===== src/rtl/spi_target_defs.vh =====
// Register offsets and STATUS/INTSTAT bit positions shared by the SPI target RTL.
`ifndef SPI_TARGET_DEFS_VH
`define SPI_TARGET_DEFS_VH

`define SPI_REG_DATA     2'd0
`define SPI_REG_STATUS   2'd1
`define SPI_REG_CTRL     2'd2
`define SPI_REG_INTSTAT  2'd3

`define SPI_ST_RXCNT     0
`define SPI_ST_TXCNT     8
`define SPI_ST_RXNE      16
`define SPI_ST_TXFULL    17
`define SPI_ST_OVR       18
`define SPI_ST_UDR       19
`define SPI_ST_SSACT     20

`define SPI_INT_RXNE     0
`define SPI_INT_TXE      1
`define SPI_INT_OVR      2
`define SPI_INT_SSR      3

`endif


===== src/rtl/spi_target_pkg.sv =====
// Shared types for the SPI target: shift-engine state and TX byte selection.
// No logic of its own; latency and backpressure belong to the users.
package spi_target_pkg;

   typedef enum logic {
      ST_IDLE   = 1'b0,
      ST_ACTIVE = 1'b1
   } state_t;

   localparam logic [7:0] TX_UNDERRUN_BYTE = 8'hFF;

   // Next byte for the TX shifter: FIFO head, or all-ones when starved.
   function automatic logic [7:0] tx_next(input logic empty, input logic [7:0] head);
      return empty ? TX_UNDERRUN_BYTE : head;
   endfunction

endpackage


===== src/rtl/spi_target_byte_fifo.sv =====
// Byte FIFO, power-of-two depth, head visible combinationally on pop_dat.
// Push/pop take effect on the clk edge; push to full is dropped unless a pop frees the slot.
module byte_fifo #(
   parameter  int DEPTH = 8,
   localparam int AW    = $clog2(DEPTH),
   localparam int CW    = AW + 1
) (
   input  logic          clk,
   input  logic          reset,
   input  logic          push,
   input  logic [7:0]    push_dat,
   input  logic          pop,
   output logic [7:0]    pop_dat,
   output logic [CW-1:0] count,
   output logic          full,
   output logic          empty
);

   logic [7:0]    mem [DEPTH];
   logic [AW-1:0] wr_ptr;
   logic [AW-1:0] rd_ptr;
   logic          do_push;
   logic          do_pop;

   assign empty   = (count == '0);
   assign full    = (count == CW'(DEPTH));
   assign do_pop  = pop & ~empty;
   assign do_push = push & (~full | do_pop);
   assign pop_dat = mem[rd_ptr];

   always_ff @(posedge clk or posedge reset) begin
      if (reset) begin
         wr_ptr <= '0;
         rd_ptr <= '0;
         count  <= '0;
      end else begin
         if (do_push) wr_ptr <= wr_ptr + AW'(1);
         if (do_pop)  rd_ptr <= rd_ptr + AW'(1);
         count <= count + CW'(do_push) - CW'(do_pop);
      end
   end

   always_ff @(posedge clk) begin
      if (do_push) mem[wr_ptr] <= push_dat;
   end

endmodule


===== src/rtl/spi_target.sv =====
// SPI target (mode 3 or 0) with RX/TX byte FIFOs and a 4-register CPU port.
// MISO leads by one clk after SS sync; full RX drops bytes (overrun), empty TX sends 0xFF (underrun).
`include "spi_target_defs.vh"

module spi_target
   import spi_target_pkg::*;
#(
   parameter int POLARITY   = 1,
   parameter int FIFO_DEPTH = 8
) (
   input  logic        clk,
   input  logic        reset,
   input  logic [3:0]  we,
   input  logic        rd,
   input  logic        select,
   input  logic [1:0]  addr,
   input  logic [31:0] wdata,
   output logic [31:0] rdata,
   output logic        interrupt,
   input  logic        spi_ss_n,
   input  logic        spi_sck,
   input  logic        spi_mosi,
   output logic        spi_miso,
   output logic        spi_miso_oe
);

   localparam int   CW       = $clog2(FIFO_DEPTH) + 1;
   localparam logic SCK_IDLE = (POLARITY != 0);

   logic [1:0]    ss_sync, sck_sync, mosi_sync;
   logic          ss_prev, sck_prev;
   logic          ss_q, sck_q, mosi_q;
   logic          ss_fall, ss_rise, sck_rise, sck_fall;
   state_t        state, state_nxt;
   logic          frame_start, frame_end, bit_shift, byte_done, tx_load, tx_advance;
   logic [2:0]    bit_cnt;
   logic [7:0]    rx_shift, tx_shift, rx_byte;
   logic          overrun, underrun, ovr_evt, ssr_evt;
   logic [3:0]    ctrl, intstat, int_clr;
   logic          cpu_wr, cpu_rd, rx_pop, rx_drop, tx_push, tx_pop;
   logic [7:0]    rx_head, tx_head;
   logic [CW-1:0] rx_count, tx_count;
   logic          rx_full, rx_empty, tx_full, tx_empty;
   logic          unused_wdata;

   always_ff @(posedge clk or posedge reset) begin
      if (reset) begin
         ss_sync   <= 2'b11;
         sck_sync  <= {2{SCK_IDLE}};
         mosi_sync <= 2'b00;
         ss_prev   <= 1'b1;
         sck_prev  <= SCK_IDLE;
      end else begin
         ss_sync   <= {ss_sync[0], spi_ss_n};
         sck_sync  <= {sck_sync[0], spi_sck};
         mosi_sync <= {mosi_sync[0], spi_mosi};
         ss_prev   <= ss_q;
         sck_prev  <= sck_q;
      end
   end

   assign ss_q     = ss_sync[1];
   assign sck_q    = sck_sync[1];
   assign mosi_q   = mosi_sync[1];
   assign ss_fall  = ss_prev & ~ss_q;
   assign ss_rise  = ~ss_prev & ss_q;
   assign sck_rise = ~sck_prev & sck_q;
   assign sck_fall = sck_prev & ~sck_q;

   always_ff @(posedge clk or posedge reset) begin
      if (reset) state <= ST_IDLE;
      else       state <= state_nxt;
   end

   always_comb begin
      state_nxt = state;
      case (state)
         ST_IDLE:   if (ss_fall) state_nxt = ST_ACTIVE;
         ST_ACTIVE: if (ss_rise) state_nxt = ST_IDLE;
         default:   state_nxt = ST_IDLE;
      endcase
   end

   // The first falling edge of each byte leaves the preloaded MSB in place.
   always_comb begin
      frame_start = 1'b0;
      frame_end   = 1'b0;
      bit_shift   = 1'b0;
      byte_done   = 1'b0;
      tx_advance  = 1'b0;
      case (state)
         ST_IDLE: frame_start = ss_fall;
         ST_ACTIVE: begin
            if (ss_rise) begin
               frame_end = 1'b1;
            end else begin
               bit_shift  = sck_rise;
               byte_done  = sck_rise && (bit_cnt == 3'd7);
               tx_advance = sck_fall && (bit_cnt != 3'd0);
            end
         end
         default: ;
      endcase
      tx_load = frame_start | byte_done;
   end

   assign rx_byte = {rx_shift[6:0], mosi_q};
   assign cpu_wr  = select & (|we);
   assign cpu_rd  = select & rd;
   assign tx_push = cpu_wr && (addr == `SPI_REG_DATA);
   assign tx_pop  = tx_load & ~tx_empty;
   assign rx_pop  = cpu_rd && (addr == `SPI_REG_DATA) && !rx_empty;
   assign rx_drop = byte_done & rx_full & ~rx_pop;
   assign int_clr = (cpu_wr && (addr == `SPI_REG_INTSTAT)) ? wdata[3:0] : 4'b0000;

   always_ff @(posedge clk or posedge reset) begin
      if (reset) begin
         bit_cnt  <= '0;
         rx_shift <= '0;
         tx_shift <= '0;
         overrun  <= 1'b0;
         underrun <= 1'b0;
         ovr_evt  <= 1'b0;
         ssr_evt  <= 1'b0;
         ctrl     <= '0;
      end else begin
         if (frame_start || frame_end) begin
            bit_cnt  <= '0;
            rx_shift <= '0;
         end else if (bit_shift) begin
            bit_cnt  <= bit_cnt + 3'd1;
            rx_shift <= rx_byte;
         end
         if (tx_load)         tx_shift <= tx_next(tx_empty, tx_head);
         else if (tx_advance) tx_shift <= {tx_shift[6:0], 1'b1};
         if (tx_load && tx_empty)        underrun <= 1'b1;
         else if (int_clr[`SPI_INT_SSR]) underrun <= 1'b0;
         if (rx_drop)                    overrun <= 1'b1;
         else if (int_clr[`SPI_INT_OVR]) overrun <= 1'b0;
         if (rx_drop)                    ovr_evt <= 1'b1;
         else if (int_clr[`SPI_INT_OVR]) ovr_evt <= 1'b0;
         if (frame_end)                  ssr_evt <= 1'b1;
         else if (int_clr[`SPI_INT_SSR]) ssr_evt <= 1'b0;
         if (cpu_wr && (addr == `SPI_REG_CTRL)) ctrl <= wdata[3:0];
      end
   end

   byte_fifo #(.DEPTH(FIFO_DEPTH)) u_rx_fifo (
      .clk(clk), .reset(reset), .push(byte_done), .push_dat(rx_byte), .pop(rx_pop),
      .pop_dat(rx_head), .count(rx_count), .full(rx_full), .empty(rx_empty)
   );

   byte_fifo #(.DEPTH(FIFO_DEPTH)) u_tx_fifo (
      .clk(clk), .reset(reset), .push(tx_push), .push_dat(wdata[7:0]), .pop(tx_pop),
      .pop_dat(tx_head), .count(tx_count), .full(tx_full), .empty(tx_empty)
   );

   assign intstat[`SPI_INT_RXNE] = ~rx_empty;
   assign intstat[`SPI_INT_TXE]  = tx_empty;
   assign intstat[`SPI_INT_OVR]  = ovr_evt;
   assign intstat[`SPI_INT_SSR]  = ssr_evt;
   assign interrupt   = |(intstat & ctrl);
   assign spi_miso    = (state == ST_ACTIVE) ? tx_shift[7] : 1'b1;
   assign spi_miso_oe = (state == ST_ACTIVE) & ~ss_q;
   assign unused_wdata = ^wdata[31:8];

   always_comb begin
      rdata = '0;
      if (cpu_rd) begin
         case (addr)
            `SPI_REG_DATA: rdata[7:0] = rx_empty ? 8'h00 : rx_head;
            `SPI_REG_STATUS: begin
               rdata[`SPI_ST_RXCNT +: 5] = 5'(rx_count);
               rdata[`SPI_ST_TXCNT +: 5] = 5'(tx_count);
               rdata[`SPI_ST_RXNE]       = ~rx_empty;
               rdata[`SPI_ST_TXFULL]     = tx_full;
               rdata[`SPI_ST_OVR]        = overrun;
               rdata[`SPI_ST_UDR]        = underrun;
               rdata[`SPI_ST_SSACT]      = (state == ST_ACTIVE);
            end
            `SPI_REG_CTRL: rdata[3:0] = ctrl;
            default:       rdata[3:0] = intstat;
         endcase
      end
   end

endmodule


===== config.mk =====
export PLATFORM = sky130hd
export DESIGN_NAME = spi_target
export DESIGN_NICKNAME = d
export VERILOG_FILES = /design/src/rtl/spi_target_pkg.sv /design/src/rtl/spi_target_byte_fifo.sv /design/src/rtl/spi_target.sv
export VERILOG_INCLUDE_DIRS = /design/src /design/src/rtl
export SDC_FILE = /design/constraint.sdc
export NUM_CORES = 1
export LEC_CHECK = 0
export BUFFER_PORTS_ARGS = -buffer_cell sky130_fd_sc_hd__buf_2
export CORE_AREA = 2 2 126 128
export CTS_BUF_LIST = sky130_fd_sc_hd__clkbuf_2 sky130_fd_sc_hd__clkbuf_4 sky130_fd_sc_hd__clkbuf_8
export CTS_CLUSTER_SIZE = 16
export DETAILED_ROUTE_END_ITERATION = 12
export DIE_AREA = 0 0 128 130
export PLACE_DENSITY = 0.7
export SLEW_MARGIN = 10
export SYNTH_ARGS = -nofsm -noshare
export SYNTH_HDL_FRONTEND = slang
export SYNTH_SLANG_ARGS = --single-unit

===== constraint.sdc =====
create_clock -name clk -period 3 [get_ports clk]
set_input_delay 0.45 -clock clk [delete_from_list [all_inputs] [get_ports clk]]
set_output_delay 0.45 -clock clk [all_outputs]
set_load 0.005 [all_outputs]

Word-level counts from Yosys, hierarchy flattened
Memories as Yosys holds them, arrays and structs flattened.
Cells that the tools add are included.
W data, S select, Z words.
{"block": "op_classes", "add_sub_neg": 9, "eq_ne": 6, "mux": 38, "n_bitwise": 28, "reduce_logical": 21}
{"op": "$mux W8", "count": 4}
{"op": "$mux W1", "count": 22}
{"op": "$add A3 B1 Y3 const B", "count": 5}
{"op": "$and A1 B1 Y1", "count": 14}
{"op": "$mux W7", "count": 2}
{"op": "$mux W12", "count": 1}
{"op": "$pmux W4 S3", "count": 1}
{"op": "$mux W5", "count": 2}
{"op": "$not A1 Y1", "count": 10}
{"op": "$reduce_bool A2 Y1", "count": 5}
{"op": "$mux W3", "count": 3}
{"op": "$add A4 B1 Y4", "count": 2}
{"op": "$eq A4 B4 Y1 const B", "count": 2}
{"op": "$logic_and A1 B1 Y1", "count": 8}
{"op": "$logic_not A4 Y1", "count": 2}
{"op": "$mux W4", "count": 2}
{"op": "$reduce_or A4 Y1", "count": 2}
{"op": "$sub A4 B1 Y4", "count": 2}
{"op": "$and A4 B4 Y4", "count": 1}
{"op": "$eq A2 B2 Y1 const B", "count": 2}
{"op": "$eq A3 B3 Y1 const B", "count": 1}
{"op": "$or A1 B1 Y1", "count": 3}
{"op": "$reduce_bool A3 Y1", "count": 1}
{"op": "$eq A2 B1 Y1 const B", "count": 1}
{"op": "other kinds (4)", "count": 4}
{"block": "totals", "ff_bits": 54, "mem_bits_rw": 128, "in_bits": 45, "out_inout_bits": 35, "word_cells": 123, "memories": 2}
{"memory": "u_rx_fifo.mem", "words": 8, "word_bits": 8, "rd": 1, "rd_clocked_by_memory_dff": 0, "write_ports": 1, "line_no": "spi_target_byte_fifo.sv:19", "source": "logic [7:0] mem [DEPTH];"}
{"memory": "u_tx_fifo.mem", "words": 8, "word_bits": 8, "rd": 1, "rd_clocked_by_memory_dff": 0, "write_ports": 1, "line_no": "spi_target_byte_fifo.sv:19"}

Logic depth before layout (Yosys ltp)
Gate-level depths: netlist of the first run.
{"block": "logic_depth", "ltp_word": 12, "mapped_depth": 12, "ltp_nobuf": 12}

Modules after synthesis
Synthesis of the first run repeated with hierarchy kept, for this count alone.
{"block": "hier_totals", "hier_cells": 476, "hier_area_um2": 8000.2}
{"module": "byte_fifo", "n_inst": 2, "cells_each": 156, "area_per_inst_um2": 3101.7, "seq_area_each_um2": 2172.1}
{"module": "spi_target", "n_inst": 1, "cells_each": 164, "area_per_inst_um2": 1796.7, "seq_area_each_um2": 858.3}

Worst setup path before layout of the first run
OpenSTA, ideal clock, no wires.
{"block": "synth_timing", "path_kind": "reg-to-reg", "start": "register bit_cnt[0]", "end": "memory u_tx_fifo.mem[1][0], enable pin", "setup_time_ns": 0.383, "t_arrival_ns": 2.025, "required_ns": 2.617, "setup_slack_ns": 0.592, "path_stages_with_launch": 8, "path_buffers": 0, "period_less_slack_ns": 2.408, "path_cell_list": "dfrtp_1 > ha_1 > ha_1 > and3b_1 > a31oi_4 > o211ai_4 > nand3_1 > nor3_1"}
{"block": "synth_via", "elab_chain_cells": 11}
{"element": "start: declaration", "line_no": "spi_target.sv:36", "source": "logic [2:0] bit_cnt;"}
{"element": "start signal: assignment", "line_no": "spi_target.sv:131", "source": "bit_cnt <= bit_cnt + 3'd1;"}
{"element": "$eq A3 B3 Y1", "line_no": "spi_target.sv:98", "source": "byte_done = sck_rise && (bit_cnt == 3'd7);"}
{"element": "$logic_and A1 B1 Y1", "line_no": "spi_target.sv:98"}
{"element": "$mux W1", "line_no": "spi_target.sv:94", "source": "if (ss_rise) begin"}
{"element": "$mux W1", "line_no": "spi_target.sv:91", "source": "case (state)"}
{"element": "$or A1 B1 Y1", "line_no": "spi_target.sv:104", "source": "tx_load = frame_start | byte_done;"}
{"element": "$and A1 B1 Y1", "line_no": "spi_target.sv:111", "source": "assign tx_pop = tx_load & ~tx_empty;"}
{"element": "$and A1 B1 Y1", "line_no": "spi_target_byte_fifo.sv:27", "source": "assign do_pop = pop & ~empty;"}
{"element": "$or A1 B1 Y1", "line_no": "spi_target_byte_fifo.sv:28", "source": "assign do_push = push & (~full | do_pop);"}
{"element": "$and A1 B1 Y1", "line_no": "spi_target_byte_fifo.sv:28"}
{"element": "$mux W1", "line_no": "spi_target_byte_fifo.sv:44", "source": "if (do_push) mem[wr_ptr] <= push_dat;"}
{"element": "$mux W1 (implied by the code)", "line_no": "spi_target_byte_fifo.sv:44"}
{"element": "end: declaration", "line_no": "spi_target_byte_fifo.sv:19"}
Every way passes these cells.

Final worst setup path of the first run
{"block": "layout_timing", "start": "register u_rx_fifo.rd_ptr[1]", "end": "output rdata[2]"}
{"block": "layout_via", "elab_chain_cells": 4}
{"element": "start: declaration", "line_no": "spi_target_byte_fifo.sv:21", "source": "logic [AW-1:0] rd_ptr;"}
{"element": "start signal: assignment", "line_no": "spi_target_byte_fifo.sv:38", "source": "if (do_pop) rd_ptr <= rd_ptr + AW'(1);"}
{"element": "$mem_v2 Z8 W8"}
{"element": "$mux W8", "line_no": "spi_target.sv:171", "source": "`SPI_REG_DATA: rdata[7:0] = rx_empty ? 8'h00 : rx_head;"}
{"element": "$pmux W4 S3", "line_no": "spi_target.sv:170", "source": "case (addr)"}
{"element": "$mux W12", "line_no": "spi_target.sv:169", "source": "if (cpu_rd) begin"}
{"element": "end: declaration", "line_no": "spi_target.sv:18", "source": "output logic [31:0] rdata,"}
Every way passes these cells.

==> impl_metrics.yaml, run 1 <==
synth:
  synth_top_area_share_pct: 49.9
  syn_avg_cell_area_um2: 16.5
  synth_seq_area_share_pct: 67.5
  syn_area_um2: 7700
  synth_flop_cell: "edfxtp_1"
  synth_cells: 468
  async_flop_share_pct: 29.7
  synth.distinct_cells: 53
  synth_top_cell_by_area: "edfxtp_1"
  ys_warn_count: 0
  ys_top_cells_by_area: "edfxtp_1 (50%), dfrtp_1 (16%), mux4_2 (9.4%)"
  ys_seq_elements: 182
  synth-edff-count: 128
worst_hold_path:
  hold_class: "primary input to asynchronous set/reset pin"
setup_path:
  critPathKind: "flop to output pin"
  worstPathRequired_ps: 2550
  reg2reg_slack_ps: 350
  rr_endpoint: "u_tx_fifo.count[2]$_DFF_PP0_"
  reg2regPathDepth: 9
  arrival_ps: 2420
  cp-start-kind: "flop"
  endpoint_kind: "output pin"
  r2r-start: "bit_cnt[0]$_DFFE_PP0P_"
  path_max_fanout: 18
final_layout:
  final_common_cell: "edfxtp_1"
  final_nets: 601
  stdcell_count: 741
  antennaDiodeCount: 0
  fill_cells: 1215
  finish.utilization_pct: 55.9
  syn_to_final_growth_pct: 12.0
  multi_input_area_um2: 2280
  most-common-layout-cells: "edfxtp_1 (128), dfrtp_1 (47), buf_2 (40)"
  final_layout_size_suffix_gt1_share_pct: 28.8
  register_area_um2: 5200
timing:
  clock_skew_ps: 16.7
  fin_crit_ps: 2870
  tightestPinTransition_ps: 848
  hold_violations: 0
  tns_ps: 0
  slew_viol_final: 0
  slew_headroom_pct: 43.5
  fin_crit_sh_pct: 95.6
  setup_violations: 0
  max_freq_mhz: 349
  rsz0062_at_grt: "false"
flow_run:
  cap_violations: 0
clocking:
  cts.sinks: 182
  root_buffer: "clkbuf_8"
  clkLatencyLatePin_ps: 470
  cts_tree: "done"
  cts-buffers-inserted: 17
  cts_buffer_depth: 2
  cts-htree-levels: 4
  clk_pin_slew_worst_paths_ps: 90
  cts-hold-fix-buffers: 0
power:
  leakage_nw: 3.28
  power.share.combinational_pct: 22.4
  total_power_w: 0.00662
  ir_drop_mv: 0.411
  seqPwrFrac_pct: 50.2
  clock_power_share_pct: 27.4
  p_sw_w: 0.00191
  power.density_nw_per_um2: 767
  swShare_pct: 28.8
  internal-power_w: 0.00471
grt:
  grt_max_degree: 29
  overflow: 0
  grt_usage_pct: 18.5
  antenna_found_initial: 0
  grt_first_pass_wirelength_um: 22500
  grt_pass1_vias: 4147
floorplanning:
  die_w_um: 128
  die_area_um2: 16600
  num_rows: 46
  pin_count: 80
  start_util_pct: 49.9
  die_h_um: 130
  core-area_um2: 15400
placement:
  port_buffers: 40
  hpwl_um: 9700
  routabilityCongestion: 0.829
  placed_cells: 709
routing:
  postRouteAntennaNets: 0
  drc: 0
  drt_iter0_markers: 318
  vias: 4083
  wl_per_cell_um: 19.5
  via_per_inst: 5.51
  routed_wl_um: 14400
  firstDrtPassIters: 4
outcome:
  status: "finished clean"
[stage by stage]
step	hold slack, ps	setup slack [ps]	instance area (um^2)
floorplan	331	592	7760
global placement	341	381	8190
detailed placement	336	337	8190
CTS	55.4	68.4	8630
global route	67.7	7.63	8630
finish	73.5	133	8630
[routing by layer]
| metal | GRT usage (%) | vias up | wire length, um |
|---|---|---|---|
| met4 | 7.82 | 0 | 252 |
| met2 | 30.5 | 123 | 7330 |
| met1 | 24.1 | 2070 | 6170 |
| li1 | - | 1873 | - |
| met5 | 0 | - | 0 |
| met3 | 4.22 | 17 | 696 |
[layout make-up]
cell class / count / area share [%]
clock buffer: 19 / 2.89
clock inverter: 13 / 2.22
inverter: 21 / 0.928
multi-input combinational: 250 / 26.5
sequential: 182 / 60.3
tap: 192 / 2.78
timing repair buffer: 64 / 4.41
[how the worst max path moves through the flow]
stage                                         start                       endpoint  slack, ps  depth (start not counted)
finish              u_rx_fifo.rd_ptr[1]$_DFFE_PP0P_                       rdata[2]        130                          5
floorplan                    bit_cnt[0]$_DFFE_PP0P_  u_tx_fifo.mem[1][0]$_DFFE_PP_        590                          7
detailed placement                            we[1]   u_tx_fifo.count[2]$_DFF_PP0_        340                          8
global route        u_rx_fifo.rd_ptr[1]$_DFFE_PP0P_                       rdata[2]          8                          5
CTS                 u_rx_fifo.rd_ptr[1]$_DFFE_PP0P_                       rdata[3]         70                          5
global placement                              we[1]   u_tx_fifo.count[2]$_DFF_PP0_        380                          8
[cell families after synthesis]
kind of cell    share of synthesized area, %
buf+inv                                 3.49
simple gates                            6.40
fa+ha+maj                               3.44
compound gates                          5.28
xor+xnor                                1.25
flops                                   67.5
other cells                           0.0487
mux                                     12.6
[worst max-delay path, stage by stage, from the launching register on]
cell,delay (ps)
dfrtp_1,900
mux4_2,410
mux2_2,280
nand2_1,70
a31oi_1,120
buf_2,160
[flip-flops by register name, summed over array words and instances, names as in the netlist]
register	cells
u_rx_fifo.mem	64
u_tx_fifo.mem	64
tx_shift	8
rx_shift	7
ctrl	4
u_rx_fifo.count	4
u_tx_fifo.count	4
bit_cnt	3
u_rx_fifo.rd_ptr	3
u_rx_fifo.wr_ptr	3
u_tx_fifo.rd_ptr	3
u_tx_fifo.wr_ptr	3
mosi_sync	2
sck_sync	2
ss_sync	2
ovr_evt	1
sck_prev	1
ss_prev	1
ssr_evt	1
state	1
underrun	1
[power by group through the flow]
stage	combinational (W)	sequential [W]	clock, W
6_report	0.00148	0.00332	0.00181
5_1_grt	0.00166	0.00338	0.00193
4_1_cts	0.00152	0.00333	0.00185
3_5_place_dp	0.00150	0.00338	0
3_3_place_gp	0.00145	0.00336	0
2_1_floorplan	0.00138	0.00310	0
[synthesized netlist by cell type, drive strengths merged (6+ instances only)]
master	number
a21oi	11
buf	25
nand2	34
inv	20
o21ai	12
nor2	25
mux4	32
and2	10
dfrtp	48
nand2b	7
ha	18
dfstp	6
mux2i	13
xnor2	6
a22o	10
o22ai	7
mux2	10
edfxtp	128
[repair_timing]
item,CTS,global route
gates resized for setup,1,0
endpoints found under the setup margin,1,0
endpoints found under the hold margin,0,0
buffers inserted,0,0
(Power assumes the default switching activity.)
==> inputs of run 2 (changes only) <==
Settings changed: CORE_AREA 2 2 126 128 to 10 10 160 162, DIE_AREA 0 0 128 130 to 0 0 170 172, PLACE_DENSITY 0.7 to default.
Clock period 3 ns to 2.34 ns, I/O delays scaled along.
==> impl_metrics.yaml, run 2 (synthesized netlist as in run 1, its figures left out) <==
setup_path:
  endpoint_kind: "output pin"
  worstPathRequired_ps: 1990
  critPathCapture: "rdata[3]"
  rr_endpoint: "u_tx_fifo.count[2]$_DFF_PP0_"
  startpoint: "u_rx_fifo.rd_ptr[0]$_DFFE_PP0P_"
  arrival_ps: 2120
  reg2reg_slack_ps: 80
  cp-start-kind: "flop"
  reg2regPathDepth: 10
  critPathKind: "flop to output pin"
  path_max_fanout: 7
  r2r-start: "bit_cnt[0]$_DFFE_PP0P_"
power:
  p_sw_w: 0.00284
  clock_power_share_pct: 24.8
  seqPwrFrac_pct: 45.7
  ir_drop_mv: 0.500
  internal-power_w: 0.00616
  leakage_nw: 3.51
  power.share.combinational_pct: 29.5
  total_power_w: 0.00900
  swShare_pct: 31.6
  power.density_nw_per_um2: 971
floorplanning:
  die_area_um2: 29200
  core-area_um2: 22400
  die_h_um: 172
  pin_count: 80
  die_w_um: 170
  num_rows: 55
  start_util_pct: 34.4
final_layout:
  register_area_um2: 5200
  syn_to_final_growth_pct: 20.4
  multi_input_area_um2: 2440
  final_layout_size_suffix_gt1_share_pct: 37.6
  most-common-layout-cells: "edfxtp_1 (128), buf_4 (47), dfrtp_1 (46)"
  final_nets: 640
  final_common_cell: "edfxtp_1"
  antennaDiodeCount: 0
  largestRegisters: "u_rx_fifo.mem (64), u_tx_fifo.mem (64), tx_shift (8)"
  fill_cells: 2018
routing:
  via_per_inst: 4.93
  firstDrtPassIters: 4
  wl_per_cell_um: 18.7
  drt_iter0_markers: 207
  drc: 0
  vias: 4305
  postRouteAntennaNets: 0
  routed_wl_um: 16300
timing:
  final.setup.worst_slack_ps: -132
  worst_hold_slack_ps: 147
  max_freq_mhz: 405
  clock_skew_ps: 17.4
  fin_crit_ps: 2470
  setup_violations: 4
  tightestPinTransition_ps: 747
  rsz0062_at_grt: "true"
  hold_violations: 0
  fin_crit_sh_pct: 106
  slew_viol_final: 0
  slew_headroom_pct: 50.2
grt:
  antenna_found_initial: 0
  grt_max_degree: 32
  grt_usage_pct: 11.3
  grt_first_pass_wirelength_um: 25000
  overflow: 0
  grt_pass1_vias: 4446
clocking:
  cts_tree: "done"
  cts.sinks: 182
  cts-htree-levels: 4
  root_buffer: "clkbuf_8"
  clk_pin_slew_worst_paths_ps: 120
  cts-buffers-inserted: 17
  cts_buffer_depth: 2
  clkLatencyLatePin_ps: 470
outcome:
  status: "finished with violations"
  violations: "negative setup slack"
placement:
  routabilityCongestion: 0.759
  port_buffers: 40
  hpwl_um: 10900
worst_hold_path:
  hp-start: "wdata[6]"
  hold_class: "primary input to flop"
flow_run:
  cap_violations: 0
[run 2: layout make-up]
cell class              instances  share of cell area, %
clock buffers                  17                   2.52
clock inverters                15                   2.05
inverters                      21                  0.864
multi-input cells             250                   26.4
flip-flops and latches        182                   56.1
well taps                     285                   3.85
repair buffers                103                   8.22
[run 2: how the worst min path moves through the flow]
stage	to	slack (ps)	cells after the start
after floorplan	mosi_sync[1]$_DFF_PP0_	330	0
after CTS	u_tx_fifo.mem[2][5]$_DFFE_PP_	120	1
after global placement	mosi_sync[1]$_DFF_PP0_	330	0
after global routing	u_tx_fifo.mem[2][5]$_DFFE_PP_	120	1
after detailed placement	mosi_sync[1]$_DFF_PP0_	340	0
final	u_tx_fifo.mem[4][6]$_DFFE_PP_	150	1
[run 2: through the flow]
stage / worst slack [ps] / instance area, um^2 / utilization (%) / TNS (ps) / instances
2_1_floorplan: 3.13 / 7770 / - / 0 / 482
3_3_place_gp: 77.2 / 8500 / 38.0 / 0 / 824
3_5_place_dp: 0.414 / 8500 / 38.0 / 0 / 824
4_1_cts: -153 / 9170 / 41.0 / -1030 / 867
5_1_grt: -202 / 9270 / 41.5 / -1190 / 873
6_report: -132 / 9270 / 41.5 / -389 / 873
[run 2: critical path, cell delays in order, from the launching register on]
cell and delay, ps:
dfrtp_2 410, buf_12 140, mux4_2 500, mux2_4 290, nand2_4 70, a31oi_4 90, buf_2 160
[run 2: timing repair]
| action | CTS | global route |
|---|---|---|
| setup endpoints to repair | 11 | 63 |
| gates resized for setup | 33 | 17 |
| buffers inserted | 6 | 7 |
| cloned | 1 | 0 |
| pin swaps | 10 | 8 |
| endpoints found under the hold margin | 26 | 0 |
| hold buffers | 4 | 0 |
[run 2: layer usage]
layer	GRT usage (%)	wire (um)	vias to the layer above
met5	0	0	-
met4	3.89	293	0
met3	2.96	1020	22
met2	19.0	8210	142
met1	13.7	6770	2197
li1	-	-	1944
[run 2: power groups by stage]
| stage | clock (W) | sequential [W] | combinational, W |
|---|---|---|---|
| 2_1_floorplan | 0 | 0.00398 | 0.00178 |
| 3_3_place_gp | 0 | 0.00417 | 0.00221 |
| 3_5_place_dp | 0 | 0.00419 | 0.00227 |
| 4_1_cts | 0.00229 | 0.00413 | 0.00259 |
| 5_1_grt | 0.00241 | 0.00416 | 0.00291 |
| 6_report | 0.00224 | 0.00412 | 0.00265 |
==> inputs of run 3 (changes only) <==
Settings changed: RECOVER_POWER from default to 50.
==> impl_metrics.yaml, run 3 (synthesized netlist as in run 1, its figures left out) <==
outcome:
  status: "finished with violations"
  violations: "negative setup slack"
timing:
  slew_headroom_pct: 33.1
  tns_ps: -385
  setup_violations: 4
  max_freq_mhz: 405
  slew_viol_final: 0
  hold_violations: 0
  tightestPinTransition_ps: 1000
  rsz0062_at_grt: "true"
  fin_crit_sh_pct: 106
  final.setup.worst_slack_ps: -131
  fin_crit_ps: 2470
  clock_skew_ps: 15.9
final_layout:
  syn_to_final_growth_pct: 20.0
  fill_cells: 2021
  finish.utilization_pct: 41.3
  antennaDiodeCount: 0
  largestRegisters: "u_rx_fifo.mem (64), u_tx_fifo.mem (64), tx_shift (8)"
  most-common-layout-cells: "edfxtp_1 (128), buf_4 (47), dfrtp_1 (46)"
  final_nets: 640
  final_layout_size_suffix_gt1_share_pct: 35.7
  multi_input_area_um2: 2440
  final_common_cell: "edfxtp_1"
  register_area_um2: 5200
routing:
  via_per_inst: 4.92
  firstDrtPassIters: 4
  wl_per_cell_um: 18.7
  drc: 0
  vias: 4296
  routed_wl_um: 16300
  drt_iter0_markers: 261
  postRouteAntennaNets: 0
grt:
  antenna_found_initial: 0
  overflow: 0
  grt_max_degree: 32
  grt_usage_pct: 11.3
  grt_first_pass_wirelength_um: 25000
  grt_pass1_vias: 4446
clocking:
  root_buffer: "clkbuf_8"
  cts_buffer_depth: 2
  clkLatencyLatePin_ps: 470
  cts_tree: "done"
  cts.sinks: 182
  cts-buffers-inserted: 17
  clk_pin_slew_worst_paths_ps: 120
  cts-htree-levels: 4
floorplanning:
  pin_count: 80
  die_area_um2: 29200
  die_h_um: 172
  die_w_um: 170
  start_util_pct: 34.4
  num_rows: 55
  core-area_um2: 22400
setup_path:
  crit_chain: "buf_12 > mux4_2 > mux2_4 > nand2_4 > a31oi_4 > buf_2"
  critical_path.top_delay_family: "multiplexers"
  arrival_ps: 2120
  reg2reg_slack_ps: 80
  crit_path_top_delay_cell: "mux4_2"
  path_max_fanout: 7
  endpoint_kind: "output pin"
  worstPathRequired_ps: 1990
  rr_endpoint: "u_tx_fifo.count[2]$_DFF_PP0_"
  slowest_delay_ps: 500
  r2r-start: "bit_cnt[0]$_DFFE_PP0P_"
  critPathKind: "flop to output pin"
  reg2regPathDepth: 10
  cp-start-kind: "flop"
  cp.buffers_inverters: 2
worst_hold_path:
  hold_depth: 1
  hold_class: "primary input to flop"
  min_to: "u_tx_fifo.mem[4][6]$_DFFE_PP_"
  hp-start: "wdata[6]"
placement:
  port_buffers: 40
  routabilityCongestion: 0.759
  dp_slack_ps: 0.414
  hpwl_um: 10900
power:
  power.density_nw_per_um2: 974
  ir_drop_mv: 0.501
  leakage_nw: 3.49
flow_run:
  cap_violations: 0
==> run 3: timing repair <==
item,CTS,global route
setup endpoints to repair,11,63
endpoints found under the hold margin,26,0
buffers inserted,6,7
hold buffers,4,0
pin swaps,10,8
gates cloned,1,0
gates resized for setup,33,17
==> run 3: per-layer routing <==
metal | vias up | part of all wire [%] | global-route usage (%)
met3 | 18 | 5.2 | 2.96
met2 | 104 | 51 | 19.0
met1 | 2231 | 43 | 13.7
li1 | 1943 | - | -
met4 | 0 | 1.6 | 3.89
met5 | - | 0 | 0
==> run 3: worst max-delay path by stage <==
stage	cells past startpoint	endpoint	from
finish	6	rdata[3]	u_rx_fifo.rd_ptr[0]$_DFFE_PP0P_
global route	6	rdata[3]	u_rx_fifo.rd_ptr[0]$_DFFE_PP0P_
CTS	6	rdata[3]	u_rx_fifo.rd_ptr[0]$_DFFE_PP0P_
detailed placement	9	u_tx_fifo.count[3]$_DFF_PP0_	bit_cnt[1]$_DFFE_PP0P_
floorplan	12	u_rx_fifo.count[2]$_DFF_PP0_	u_rx_fifo.count[2]$_DFF_PP0_
global placement	10	u_tx_fifo.count[2]$_DFF_PP0_	bit_cnt[1]$_DFFE_PP0P_
==> run 3: cell type report <==
cell class,count,share of cell area [%]
clock buffer,17,2.53
tap,285,3.86
clock inverter,15,2.06
inverter,21,0.866
multi-input combinational,250,26.4
timing repair buffer,103,7.97
sequential,182,56.3
==> run 3: stage by stage <==
stage	cells	area, um^2	hold slack (ps)	power (W)
finish	873	9250	228	0.00900
global route	873	9250	197	0.00947
CTS	867	9170	121	0.00900
detailed placement	824	8500	341	0.00646
global placement	824	8500	335	0.00638
floorplan	482	7770	331	0.00576
==> run 3: power by group <==
group | internal (W) | switching, W | total (W)
Combinational | 0.00147 | 0.00118 | 0.00265
Sequential | 0.00376 | 0.000356 | 0.00411
Clock | 0.000929 | 0.00131 | 0.00224
